===== src/rtl/dest_reg_scoreboard_if.sv =====
// Issue/retire/flush bundle between ID, WB and the destination-register scoreboard.
// master: ID/WB side (drives issue, retire, flush). slave: scoreboard (drives stall/status).
interface dest_reg_scoreboard_if #(
   parameter int ADDR_W = 5,
   parameter int TOT_W  = 6
);
   logic              iss_valid;
   logic              iss_wr_en;
   logic [ADDR_W-1:0] iss_dst;
   logic [ADDR_W-1:0] iss_src_a;
   logic [ADDR_W-1:0] iss_src_b;
   logic              iss_use_b;
   logic              wb_valid;
   logic [ADDR_W-1:0] wb_dst;
   logic              flush;
   logic              stall;
   logic              busy_a;
   logic              busy_b;
   logic [TOT_W-1:0]  in_flight;
   logic              retire_err;

   modport master (
      output iss_valid, iss_wr_en, iss_dst, iss_src_a, iss_src_b, iss_use_b,
      output wb_valid, wb_dst, flush,
      input  stall, busy_a, busy_b, in_flight, retire_err
   );

   modport slave (
      input  iss_valid, iss_wr_en, iss_dst, iss_src_a, iss_src_b, iss_use_b,
      input  wb_valid, wb_dst, flush,
      output stall, busy_a, busy_b, in_flight, retire_err
   );
endinterface


===== src/rtl/dest_reg_scoreboard.sv =====
// Tracks pending register writes between issue and writeback; stalls RAW hazards.
// Ports: clk, rst (sync active-low), bus (slave: issue, retire, flush in; stall/busy/in_flight/retire_err out).
module dest_reg_scoreboard #(
   parameter int NUM_REGS = 32,
   parameter int ADDR_W   = 5,
   parameter int CNT_W    = 2,
   parameter int TOT_W    = 6
) (
   input logic clk,
   input logic rst,
   dest_reg_scoreboard_if.slave bus
);
   localparam logic [CNT_W-1:0] CNT_MAX = {CNT_W{1'b1}};

   logic [CNT_W-1:0] cnt_q [1:NUM_REGS-1];
   logic [CNT_W-1:0] cnt   [NUM_REGS];
   logic [CNT_W-1:0] eff   [NUM_REGS];
   logic             dec   [NUM_REGS];
   logic [TOT_W-1:0] in_flight_q;
   logic             retire_err_q;
   logic             sat;
   logic             accept;
   logic             any_inc;
   logic             any_dec;
   logic             bad_retire;

   // Register 0 reads as a constant zero count.
   always_comb begin
      cnt[0] = '0;
      for (int r = 1; r < NUM_REGS; r++) cnt[r] = cnt_q[r];
   end

   // Retire bypass: a register retiring this cycle is seen with one fewer pending write.
   always_comb begin
      for (int r = 0; r < NUM_REGS; r++) begin
         dec[r] = bus.wb_valid && (bus.wb_dst == ADDR_W'(r)) &&
                  (r != 0) && (cnt[r] != '0);
         eff[r] = dec[r] ? cnt[r] - CNT_W'(1) : cnt[r];
      end
   end

   always_comb begin
      bus.busy_a = bus.iss_valid && (bus.iss_src_a != '0) &&
                   (eff[bus.iss_src_a] != '0);
      bus.busy_b = bus.iss_valid && bus.iss_use_b &&
                   (bus.iss_src_b != '0) && (eff[bus.iss_src_b] != '0);
      sat        = bus.iss_valid && bus.iss_wr_en && (bus.iss_dst != '0) &&
                   (cnt[bus.iss_dst] == CNT_MAX) && !dec[bus.iss_dst];
      bus.stall  = !bus.flush && (bus.busy_a || bus.busy_b || sat);
      accept     = bus.iss_valid && !bus.stall && !bus.flush;
      any_inc    = accept && bus.iss_wr_en && (bus.iss_dst != '0);
      any_dec    = dec[bus.wb_dst];
      bad_retire = bus.wb_valid && (bus.wb_dst != '0) &&
                   (cnt[bus.wb_dst] == '0);
   end

   always_ff @(posedge clk) begin
      if (!rst) begin
         for (int r = 1; r < NUM_REGS; r++) cnt_q[r] <= '0;
         in_flight_q  <= '0;
         retire_err_q <= 1'b0;
      end else if (bus.flush) begin
         for (int r = 1; r < NUM_REGS; r++) cnt_q[r] <= '0;
         in_flight_q <= '0;
      end else begin
         for (int r = 1; r < NUM_REGS; r++) begin
            // Simultaneous issue and retire on one register cancel out.
            if (any_inc && (bus.iss_dst == ADDR_W'(r)) && !dec[r])
               cnt_q[r] <= cnt_q[r] + CNT_W'(1);
            else if (dec[r] && !(any_inc && (bus.iss_dst == ADDR_W'(r))))
               cnt_q[r] <= cnt_q[r] - CNT_W'(1);
         end
         if (any_inc && !any_dec)
            in_flight_q <= in_flight_q + TOT_W'(1);
         else if (any_dec && !any_inc)
            in_flight_q <= in_flight_q - TOT_W'(1);
         if (bad_retire)
            retire_err_q <= 1'b1;
      end
   end

   assign bus.in_flight  = in_flight_q;
   assign bus.retire_err = retire_err_q;

endmodule


===== src/flat_wrapper.sv =====
// flat-port wrapper written by rule: the top's interface ports become plain ports
module dest_reg_scoreboard_flat 
#(
   parameter int NUM_REGS = 32,
   parameter int ADDR_W   = 5,
   parameter int CNT_W    = 2,
   parameter int TOT_W    = 6
)
  (clk, rst, bus_iss_valid, bus_iss_wr_en, bus_iss_dst, bus_iss_src_a, bus_iss_src_b, bus_iss_use_b, bus_wb_valid, bus_wb_dst, bus_flush, bus_stall, bus_busy_a, bus_busy_b, bus_in_flight, bus_retire_err);
  dest_reg_scoreboard_if #(.ADDR_W(ADDR_W), .TOT_W(TOT_W)) bus_i ();
  input logic clk;
  input logic rst;
  input wire logic [$bits(bus_i.iss_valid)-1:0] bus_iss_valid;
  input wire logic [$bits(bus_i.iss_wr_en)-1:0] bus_iss_wr_en;
  input wire logic [$bits(bus_i.iss_dst)-1:0] bus_iss_dst;
  input wire logic [$bits(bus_i.iss_src_a)-1:0] bus_iss_src_a;
  input wire logic [$bits(bus_i.iss_src_b)-1:0] bus_iss_src_b;
  input wire logic [$bits(bus_i.iss_use_b)-1:0] bus_iss_use_b;
  input wire logic [$bits(bus_i.wb_valid)-1:0] bus_wb_valid;
  input wire logic [$bits(bus_i.wb_dst)-1:0] bus_wb_dst;
  input wire logic [$bits(bus_i.flush)-1:0] bus_flush;
  output wire logic [$bits(bus_i.stall)-1:0] bus_stall;
  output wire logic [$bits(bus_i.busy_a)-1:0] bus_busy_a;
  output wire logic [$bits(bus_i.busy_b)-1:0] bus_busy_b;
  output wire logic [$bits(bus_i.in_flight)-1:0] bus_in_flight;
  output wire logic [$bits(bus_i.retire_err)-1:0] bus_retire_err;
  assign bus_i.iss_valid = bus_iss_valid;
  assign bus_i.iss_wr_en = bus_iss_wr_en;
  assign bus_i.iss_dst = bus_iss_dst;
  assign bus_i.iss_src_a = bus_iss_src_a;
  assign bus_i.iss_src_b = bus_iss_src_b;
  assign bus_i.iss_use_b = bus_iss_use_b;
  assign bus_i.wb_valid = bus_wb_valid;
  assign bus_i.wb_dst = bus_wb_dst;
  assign bus_i.flush = bus_flush;
  assign bus_stall = bus_i.stall;
  assign bus_busy_a = bus_i.busy_a;
  assign bus_busy_b = bus_i.busy_b;
  assign bus_in_flight = bus_i.in_flight;
  assign bus_retire_err = bus_i.retire_err;
  dest_reg_scoreboard #(.NUM_REGS(NUM_REGS), .ADDR_W(ADDR_W), .CNT_W(CNT_W), .TOT_W(TOT_W)) u_core (.clk(clk), .rst(rst), .bus(bus_i));
endmodule

===== config.mk =====
export PLATFORM = sky130hd
export DESIGN_NAME = dest_reg_scoreboard_flat
export DESIGN_NICKNAME = d
export VERILOG_FILES = /design/src/rtl/dest_reg_scoreboard_if.sv /design/src/rtl/dest_reg_scoreboard.sv /design/src/flat_wrapper.sv
export SDC_FILE = /design/constraint.sdc
export NUM_CORES = 1
export LEC_CHECK = 0
export ABC_AREA = 1
export BUFFER_PORTS_ARGS = -buffer_cell sky130_fd_sc_hd__buf_4
export CAP_MARGIN = 20
export CORE_MARGIN = 5
export CORE_UTILIZATION = 50
export DETAILED_ROUTE_END_ITERATION = 8
export PLACE_DENSITY_LB_ADDON = 0.12
export SYNTH_ARGS = -nofsm -noshare
export SYNTH_HDL_FRONTEND = slang
export SYNTH_SLANG_ARGS = --single-unit

===== constraint.sdc =====
create_clock -name clk -period 5.45 [get_ports clk]
set_input_delay 0.545 -clock clk [delete_from_list [all_inputs] [get_ports clk]]
set_output_delay 0.545 -clock clk [all_outputs]
set_load 0.03 [all_outputs]

==> results of run 1 <==
[worst reg2reg max path, delay by kind of cell, from the launching register on]
| family | cells | cell delay, ps |
|---|---|---|
| AO/OA/AOI/OAI | 5 | 860 |
| buffers and inverters | 3 | 440 |
| flip-flops | 1 | 410 |
| adder cells (fa/ha/maj) | 3 | 890 |
| AND/OR/NAND/NOR | 17 | 1640 |
[layout by cell type (no fill, tap or decap), types with 2 or more instances in the layout]
| cell | n |
|---|---|
| a211oi_1 | 2 |
| a21oi_1 | 48 |
| a221oi_1 | 2 |
| a31oi_1 | 3 |
| a41oi_1 | 6 |
| buf_4 | 53 |
| clkbuf_16 | 12 |
| clkbuf_8 | 3 |
| dfxtp_1 | 7 |
| edfxtp_1 | 62 |
| ha_1 | 37 |
| inv_1 | 181 |
| inv_2 | 7 |
| nand2_1 | 252 |
| nand2_2 | 8 |
| nand2_4 | 4 |
| nand3_1 | 228 |
| nand3_2 | 13 |
| nand3b_1 | 4 |
| nand4_1 | 57 |
| nor2_1 | 169 |
| nor2_2 | 7 |
| nor2_4 | 10 |
| nor3_1 | 3 |
| o2111ai_1 | 2 |
| o21ai_0 | 97 |
| o21ai_1 | 26 |
| o22ai_1 | 46 |
| o31ai_1 | 2 |
| o41ai_1 | 2 |
| xnor2_1 | 2 |
[cells by family (layout without fill, tap and decap cells)]
group,Yosys count,in the layout,share of synthesized area
buffers and inverters,230,258,0.109
adder cells (fa/ha/maj),38,38,0.0583
flip-flops,69,69,0.242
XOR/XNOR,3,3,0.00317
AND/OR/NAND/NOR,758,758,0.425
AO/OA/AOI/OAI,243,243,0.164
[power groups by stage]
stage	Clock (mW)	Sequential [mW]	Combinational, mW
final	0.689	0.624	0.484
after global routing	0.710	0.626	0.518
after CTS	0.689	0.623	0.467
after detailed placement	0	0.634	0.464
after global placement	0	0.634	0.464
after floorplan	0	0.637	0.294
[registers in the layout (all words and copies together) (netlist names)]
signal / flops
u_core.bus.in_flight: 6
u_core.bus.retire_err: 1
u_core.cnt_q: 62
[area by class of cell]
| type | instances | area [um^2] | area share |
|---|---|---|---|
| clock buffer | 16 | 345 | 0.0379 |
| multi-input combinational | 1042 | 5390 | 0.591 |
| timing repair buffer | 53 | 398 | 0.0436 |
| inverter | 189 | 709 | 0.0778 |
| tap | 220 | 275 | 0.0302 |
| sequential | 69 | 2000 | 0.220 |
[metal layers]
layer  GRT usage  vias up  routed length (um)
li1            -     4682                   -
met1       0.487     4535               13800
met2       0.518      775               14300
met3      0.0534      133                4570
met4       0.158        0                1620
met5           0        -                   0
[per-stage QoR]
stage | util | area [um^2] | setup WS (ps) | power (mW)
global route | 0.556 | 9120 | 604 | 1.85
detailed placement | 0.535 | 8770 | 644 | 1.10
global placement | 0.535 | 8770 | 736 | 1.10
CTS | 0.556 | 9120 | 990 | 1.78
finish | 0.556 | 9120 | 863 | 1.80
floorplan | - | 8280 | 1520 | 0.931
[how the worst max path moves through the flow]
stage / end / cells after the start
after floorplan: u_core.bus.in_flight[5] / 29
after global placement: u_core.bus.in_flight[5] / 27
after detailed placement: u_core.bus.in_flight[5] / 25
after CTS: u_core.bus.in_flight[5] / 25
after global routing: u_core.bus.in_flight[5] / 27
final: u_core.bus.in_flight[5] / 25
==> results.cfg, run 1 <==
[clock_network]
clk_latency_ps = 350
cts_tree = done
htree_levels = 3
clk_pin_slew_ps = 60
cts.path.max_buffers = 2
postCtsSetupRepairBufs = 0
post_cts_resized = 0
hold_buffers = 0
clockRootBuffer = clkbuf_16
cts_inserted_buffers = 9
clock_sinks = 69

[finish]
n_antenna_cell = 0
fillerInstances = 1664
final_net_count = 1429
area_growth_pct = 10.1
layout-drive-gt1-share = 0.0862
final_cells = 1589

[pwr]
cellLeakagePower_nw = 3.96
peakVddDrop_v = 0.000149
p_sw_frac = 0.346
p_comb_frac = 0.269
p_sw_mw = 0.622
internal-power_mw = 1.17
clkPwrFrac = 0.383
seqPwrFrac = 0.347
p_per_area_mw_per_mm2 = 197

[floorplan]
initial_core_util = 0.505
num_rows = 47
die_w_um = 139
coreArea_mm2 = 0.0164
dieArea_mm2 = 0.0192
fp.dieH_um = 139
pin_count = 37

[placement]
gp_congestion = 1.07
post-dp-hpwl_um = 25800
post-place-cells = 1573
portBuffers = 36

[worst_setup_path]
startpoint_type = input port
critPathTopFamily = simple AND/OR/NAND/NOR gates
path_class = in -> reg
regToRegStartpoint = u_core.cnt_q[1][16]
required_ps = 5690
crit_arrival_ps = 4830
reg2reg_to = u_core.bus.in_flight[5]
rrSetupSlack_ps = 1100
critPathMaxFanout = 14
timing.critical_path.mode_cell = nand3_1
critPathBufInv = 3
end_kind = flop
cp_slowest_stage_delay_ps = 510
cp_slowest_cell = nand2_1
startpoint = bus_wb_valid
reg2reg_depth = 28

[flow_run]
drv_cap = 0

[logic_synthesis]
syn_area_mm2 = 0.00828
synth_seq_area_share = 0.242
async_flop_share = 0
synth.distinct_cells = 45
ys.flop_type = edfxtp_1
synth_edf_count = 62
synthesis.nets = 1406
synthCells = 1341
synth.avg_cell_area_um2 = 6.17
yosysWarningCount = 0
synth.area.top_cells = edfxtp_1 (22%), nand3_1 (14%), nand2_1 (11%)
synth_common_cells = nand2_1 (252), nand3_1 (228), inv_1 (182)
synth_most_common_cell = nand2_1
yosysTopAreaCell = edfxtp_1
synth.top_cell.area_share = 0.225
ys_ff_latch = 69

[sta]
tightest_slew_ps = 901
skew_ps = 5.64
timing.final.crit_period_ps = 4590
fmax_ghz = 0.218
relSlewSlack = 0.398
holdWs_ps = 455
rsz0062_at_grt = no
fin_tns_setup_ps = 0
setup_viol = 0
period_share = 0.842
finalMaxSlewViolations = 0
hold_viol = 0

[global_route]
antenna_found_initial = 0
overflow = 0
grt_pass1_vias = 9048
grt_max_degree = 56
track_usage = 0.344
grt_pass1_wl_um = 51700

[run_status]
status = finished clean

[routing]
routedWlPerCell_um = 21.6
drc = 0
drt_first_pass_iters = 7
ant_nets = 0
viasPerCell = 6.37
drt_wl_total_um = 34300
drt_iter0_markers = 1801
vias = 10100

[worst_hold_path]
hold_depth = 2
min_from = u_core.bus.retire_err
holdPathEnd = u_core.bus.retire_err
hold_path_class = reg -> reg
(Power assumes the default switching activity.)
==> run 2: changes to the inputs <==
- clock period: 5.45 -> 4.5 ns (I/O delays scaled with it)
==> run 2 against run 1 <==
Against the previous run:
- setup slack worse by 390 ps
- global-route usage rose by 1.3 points
- cell count rose by 1.6%
==> results.cfg, run 2 (synthesis results as in run 1) <==
[floorplan]
dieArea_mm2 = 0.0192
fp.dieH_um = 139
num_rows = 47
pin_count = 37
coreArea_mm2 = 0.0164
initial_core_util = 0.505
die_w_um = 139

[pwr]
cellLeakagePower_nw = 4.05
p_per_area_mw_per_mm2 = 225
peakVddDrop_v = 0.000182
p_total_mw = 2.09

[finish]
fillerInstances = 1674
largest_reg_flops = 62
layout-drive-gt1-share = 0.102
layout.cells.most_common = nand2_1
final_cell_mix = nand2_1 (252), nand3_1 (228), inv_1 (181)
top_register = u_core.cnt_q
regArea_mm2 = 0.00200
area_growth_pct = 11.8
final_net_count = 1453
multi_input_area_mm2 = 0.00539

[worst_setup_path]
cp-endpoint = u_core.bus.in_flight[5]
crit_arrival_ps = 4270
regToRegStartpoint = u_core.cnt_q[0][22]
reg2reg_depth = 26
required_ps = 4740
rrSetupSlack_ps = 480
path_class = in -> reg
end_kind = flop
startpoint = bus_wb_dst[4]
reg2reg_to = u_core.bus.in_flight[5]
startpoint_type = input port
critPathMaxFanout = 16

[global_route]
grt_pass1_wl_um = 53800
overflow = 0
antenna_found_initial = 0
grt_pass1_vias = 9279
track_usage = 0.358
grt_max_degree = 56

[sta]
finalMaxSlewViolations = 0
period_share = 0.896
relSlewSlack = 0.345
setup_viol = 0
timing.final.crit_period_ps = 4030
skew_ps = 10.2
fmax_ghz = 0.248
fin_tns_setup_ps = 0
rsz0062_at_grt = no
tightest_slew_ps = 978
holdWs_ps = 425
hold_viol = 0

[clock_network]
clk_pin_slew_ps = 60
hold_buffers = 0
clk_latency_ps = 350
cts.path.max_buffers = 2
cts_inserted_buffers = 9
clock_sinks = 69
cts_tree = done
htree_levels = 3
clockRootBuffer = clkbuf_16

[flow_run]
drv_cap = 0

[routing]
vias = 10200
drc = 0
drt_wl_total_um = 35600
routedWlPerCell_um = 22.0
viasPerCell = 6.34
ant_nets = 0
drt_first_pass_iters = 8
drt_iter0_markers = 1731

[run_status]
status = finished clean

[worst_hold_path]
hold_depth = 4
hold_path_class = in -> reg

[placement]
post-dp-hpwl_um = 27200
portBuffers = 36
gp_congestion = 1.10
==> run 2: timing repair <==
item / in CTS / in global routing
gates resized for setup: 0 / 2
setup buffers: 0 / 0
endpoints found under the hold margin: 0 / 0
setup endpoints to repair: 0 / 1
==> run 2: metal layers <==
layer / share of wire / GRT usage
met3: 0.12 / 0.0852
met5: 0 / 0
met2: 0.42 / 0.521
met1: 0.41 / 0.502
met4: 0.050 / 0.163
==> run 2: how the worst min path moves through the flow <==
stage / startpoint / endpoint / slack [ps]
floorplan: u_core.cnt_q[0][18] / u_core.cnt_q[0][18] / 570
global placement: u_core.bus.retire_err / u_core.bus.retire_err / 440
detailed placement: u_core.bus.retire_err / u_core.bus.retire_err / 440
CTS: bus_wb_dst[4] / u_core.bus.retire_err / 430
global route: bus_wb_dst[4] / u_core.bus.retire_err / 460
finish: bus_wb_dst[4] / u_core.bus.retire_err / 420
==> run 2: through the flow <==
stage / cell area, um^2 / util / worst slack [ps] / instances
finish: 9260 / 0.564 / 470 / 1614
global route: 9250 / 0.564 / 87.5 / 1613
CTS: 9250 / 0.564 / 458 / 1613
detailed placement: 8960 / 0.546 / 151 / 1597
global placement: 8960 / 0.546 / 200 / 1597
floorplan: 8280 / - / 660 / 1341
==> run 2: layout make-up <==
| type | count | share of cell area |
|---|---|---|
| Sequential cell | 69 | 0.216 |
| Tap cell | 220 | 0.0297 |
| Inverter | 189 | 0.0766 |
| Antenna cell | 1 | 0.000270 |
| Clock buffer | 15 | 0.0300 |
| Timing Repair Buffer | 77 | 0.0638 |
| Multi-Input combinational cell | 1042 | 0.583 |
| Clock inverter | 1 | 0.000541 |
==> run 2: power breakdown <==
part | internal [mW] | switching, mW
registers | 0.728 | 0.0269
logic | 0.186 | 0.424
clock network | 0.419 | 0.302
total | 1.33 | 0.753
==> run 2: critical path: stages <==
cell,delay (ps)
buf_4,120
inv_2,100
nand2_2,300
nor2_1,290
nand2_1,200
nand2_1,100
nand2_1,90
nand2_1,70
nand3_1,120
nor2_1,120
nand2_1,60
nand3_1,100
nand3_1,80
nand3_1,150
nand3_2,130
nor2_4,110
ha_1,260
inv_1,140
ha_1,340
a211oi_2,290
o21bai_1,90
a21oi_1,160
nor2_1,50
nor2_1,80
nand2_1,70
o21ai_0,140
a21oi_1,60
==> run 3: changes to the inputs <==
- BUFFER_PORTS_ARGS: -buffer_cell sky130_fd_sc_hd__buf_4 -> not set
- DONT_BUFFER_PORTS: not set -> 1
==> run 3 against run 2 <==
Against the previous run:
- flip-flop and latch count unchanged
- via count decreased by 1.9%
- design area decreased by 2.7%
- clock skew decreased by 4.0 ps
- clock-buffer cell count decreased by 2
- non-clock buffer count decreased by 44
- utilization decreased by 1.5 points
- fmax decreased by 2.9%
- setup slack got worse by 120 ps
- worst hold slack got worse by 140 ps
- cell count decreased by 2.7%
- critical endpoint unchanged
- combinational power decreased by 12%
==> results.cfg, run 3 (synthesis results as in run 1) <==
[run_status]
status = finished clean

[pwr]
p_total_mw = 2.15
p_per_area_mw_per_mm2 = 239
peakVddDrop_v = 0.000211
cellLeakagePower_nw = 3.87

[placement]
portBuffers = 0
dp_slack_ps = 171
post-place-cells = 1553
gp_congestion = 1.11
post-dp-hpwl_um = 26200

[worst_setup_path]
timing.critical_path.mode_cell = nand2_1
cp_slowest_cell = edfxtp_1
critPathBufInv = 2
cp_slowest_stage_delay_ps = 410
crit_arrival_ps = 4390
critPathTopFamily = simple AND/OR/NAND/NOR gates
critPathMaxFanout = 5
end_kind = flop
required_ps = 4740
path_class = reg -> reg
startpoint_type = flop

[routing]
viasPerCell = 6.40
drc = 0
drt_iter0_markers = 1501
vias = 10000
drt_first_pass_iters = 8
ant_nets = 0
routedWlPerCell_um = 22.4
drt_wl_total_um = 35100

[global_route]
grt_pass1_vias = 9161
grt_max_degree = 56
overflow = 0
antenna_found_initial = 0
track_usage = 0.354
grt_pass1_wl_um = 53000

[finish]
final_net_count = 1409
top_register = u_core.cnt_q
final_cell_mix = nand2_1 (252), nand3_1 (228), inv_1 (181)
final_cells = 1570
largest_reg_flops = 62
layout.cells.most_common = nand2_1
area_growth_pct = 8.80
utilization = 0.549
fillerInstances = 1670
layout-drive-gt1-share = 0.0749

[floorplan]
initial_core_util = 0.505
fp.dieH_um = 139
num_rows = 47
coreArea_mm2 = 0.0164
pin_count = 37
die_w_um = 139
dieArea_mm2 = 0.0192

[clock_network]
cts_tree = done
clk_pin_slew_ps = 60
cts.path.max_buffers = 2
htree_levels = 3
clockRootBuffer = clkbuf_16
postCtsSetupRepairBufs = 0
cts_inserted_buffers = 9
hold_buffers = 0
clock_sinks = 69
clk_latency_ps = 360

[sta]
period_share = 0.922
finalMaxSlewViolations = 0
setup_slack_ps = 351
fin_tns_setup_ps = 0
tightest_slew_ps = 824
skew_ps = 6.23
timing.final.crit_period_ps = 4150
hold_viol = 0
relSlewSlack = 0.444
rsz0062_at_grt = no
setup_viol = 0
fmax_ghz = 0.241

[flow_run]
drv_cap = 0

[worst_hold_path]
hold_path_class = in -> reg
==> run 3: per-layer routing <==
layer	part of all wire	track usage
met3	0.14	0.103
met4	0.050	0.158
met1	0.40	0.480
met2	0.41	0.525
met5	0	0
==> run 3: worst register-to-register path: cells and delay by family, from the launching register on <==
family / cells / cell delay, ps
DFF: 1 / 410
adders and majority gates: 3 / 790
buffers and inverters: 2 / 230
and+or+nand+nor: 16 / 1510
AOI/OAI and AO/OA: 7 / 1100
==> run 3: layout make-up <==
class | instances | area, um^2 | area share
clock buffers | 13 | 303 | 0.0336
multi-input cells | 1042 | 5400 | 0.599
repair buffers | 33 | 273 | 0.0303
inverters | 189 | 709 | 0.0788
flip-flops and latches | 69 | 2000 | 0.222
well taps | 220 | 275 | 0.0306
diodes | 1 | 2.50 | 0.000278
clock inverters | 3 | 46.3 | 0.00514
==> run 3: what timing repair did <==
item,4_1_cts,5_1_grt
hold endpoints to repair,0,0
gates resized for setup,0,2
endpoints found under the setup margin,0,1
==> run 3: final timing paths <==
check                                                to  cells past startpoint                  start  slack, ps
worst min-delay path              u_core.bus.retire_err                      2                    rst        290
worst max register to register  u_core.bus.in_flight[5]                     28    u_core.cnt_q[0][22]        350
worst min register to register    u_core.bus.retire_err                      2  u_core.bus.retire_err        600
worst max-delay path            u_core.bus.in_flight[5]                     28    u_core.cnt_q[0][22]        350
==> run 3: power breakdown <==
group | leakage, nW | internal [mW] | total (mW) | switching [mW]
Clock | 0.168 | 0.529 | 0.849 | 0.320
Sequential | 0.748 | 0.728 | 0.770 | 0.0423
Combinational | 2.95 | 0.158 | 0.535 | 0.377
Total | 3.87 | 1.41 | 2.15 | 0.740
==> run 3: metrics by stage <==
stage	instance area, um^2	hold WS [ps]
final	9010	287
after global routing	9000	294
after floorplan	8280	566
after CTS	9000	285
after detailed placement	8650	590
after global placement	8650	588
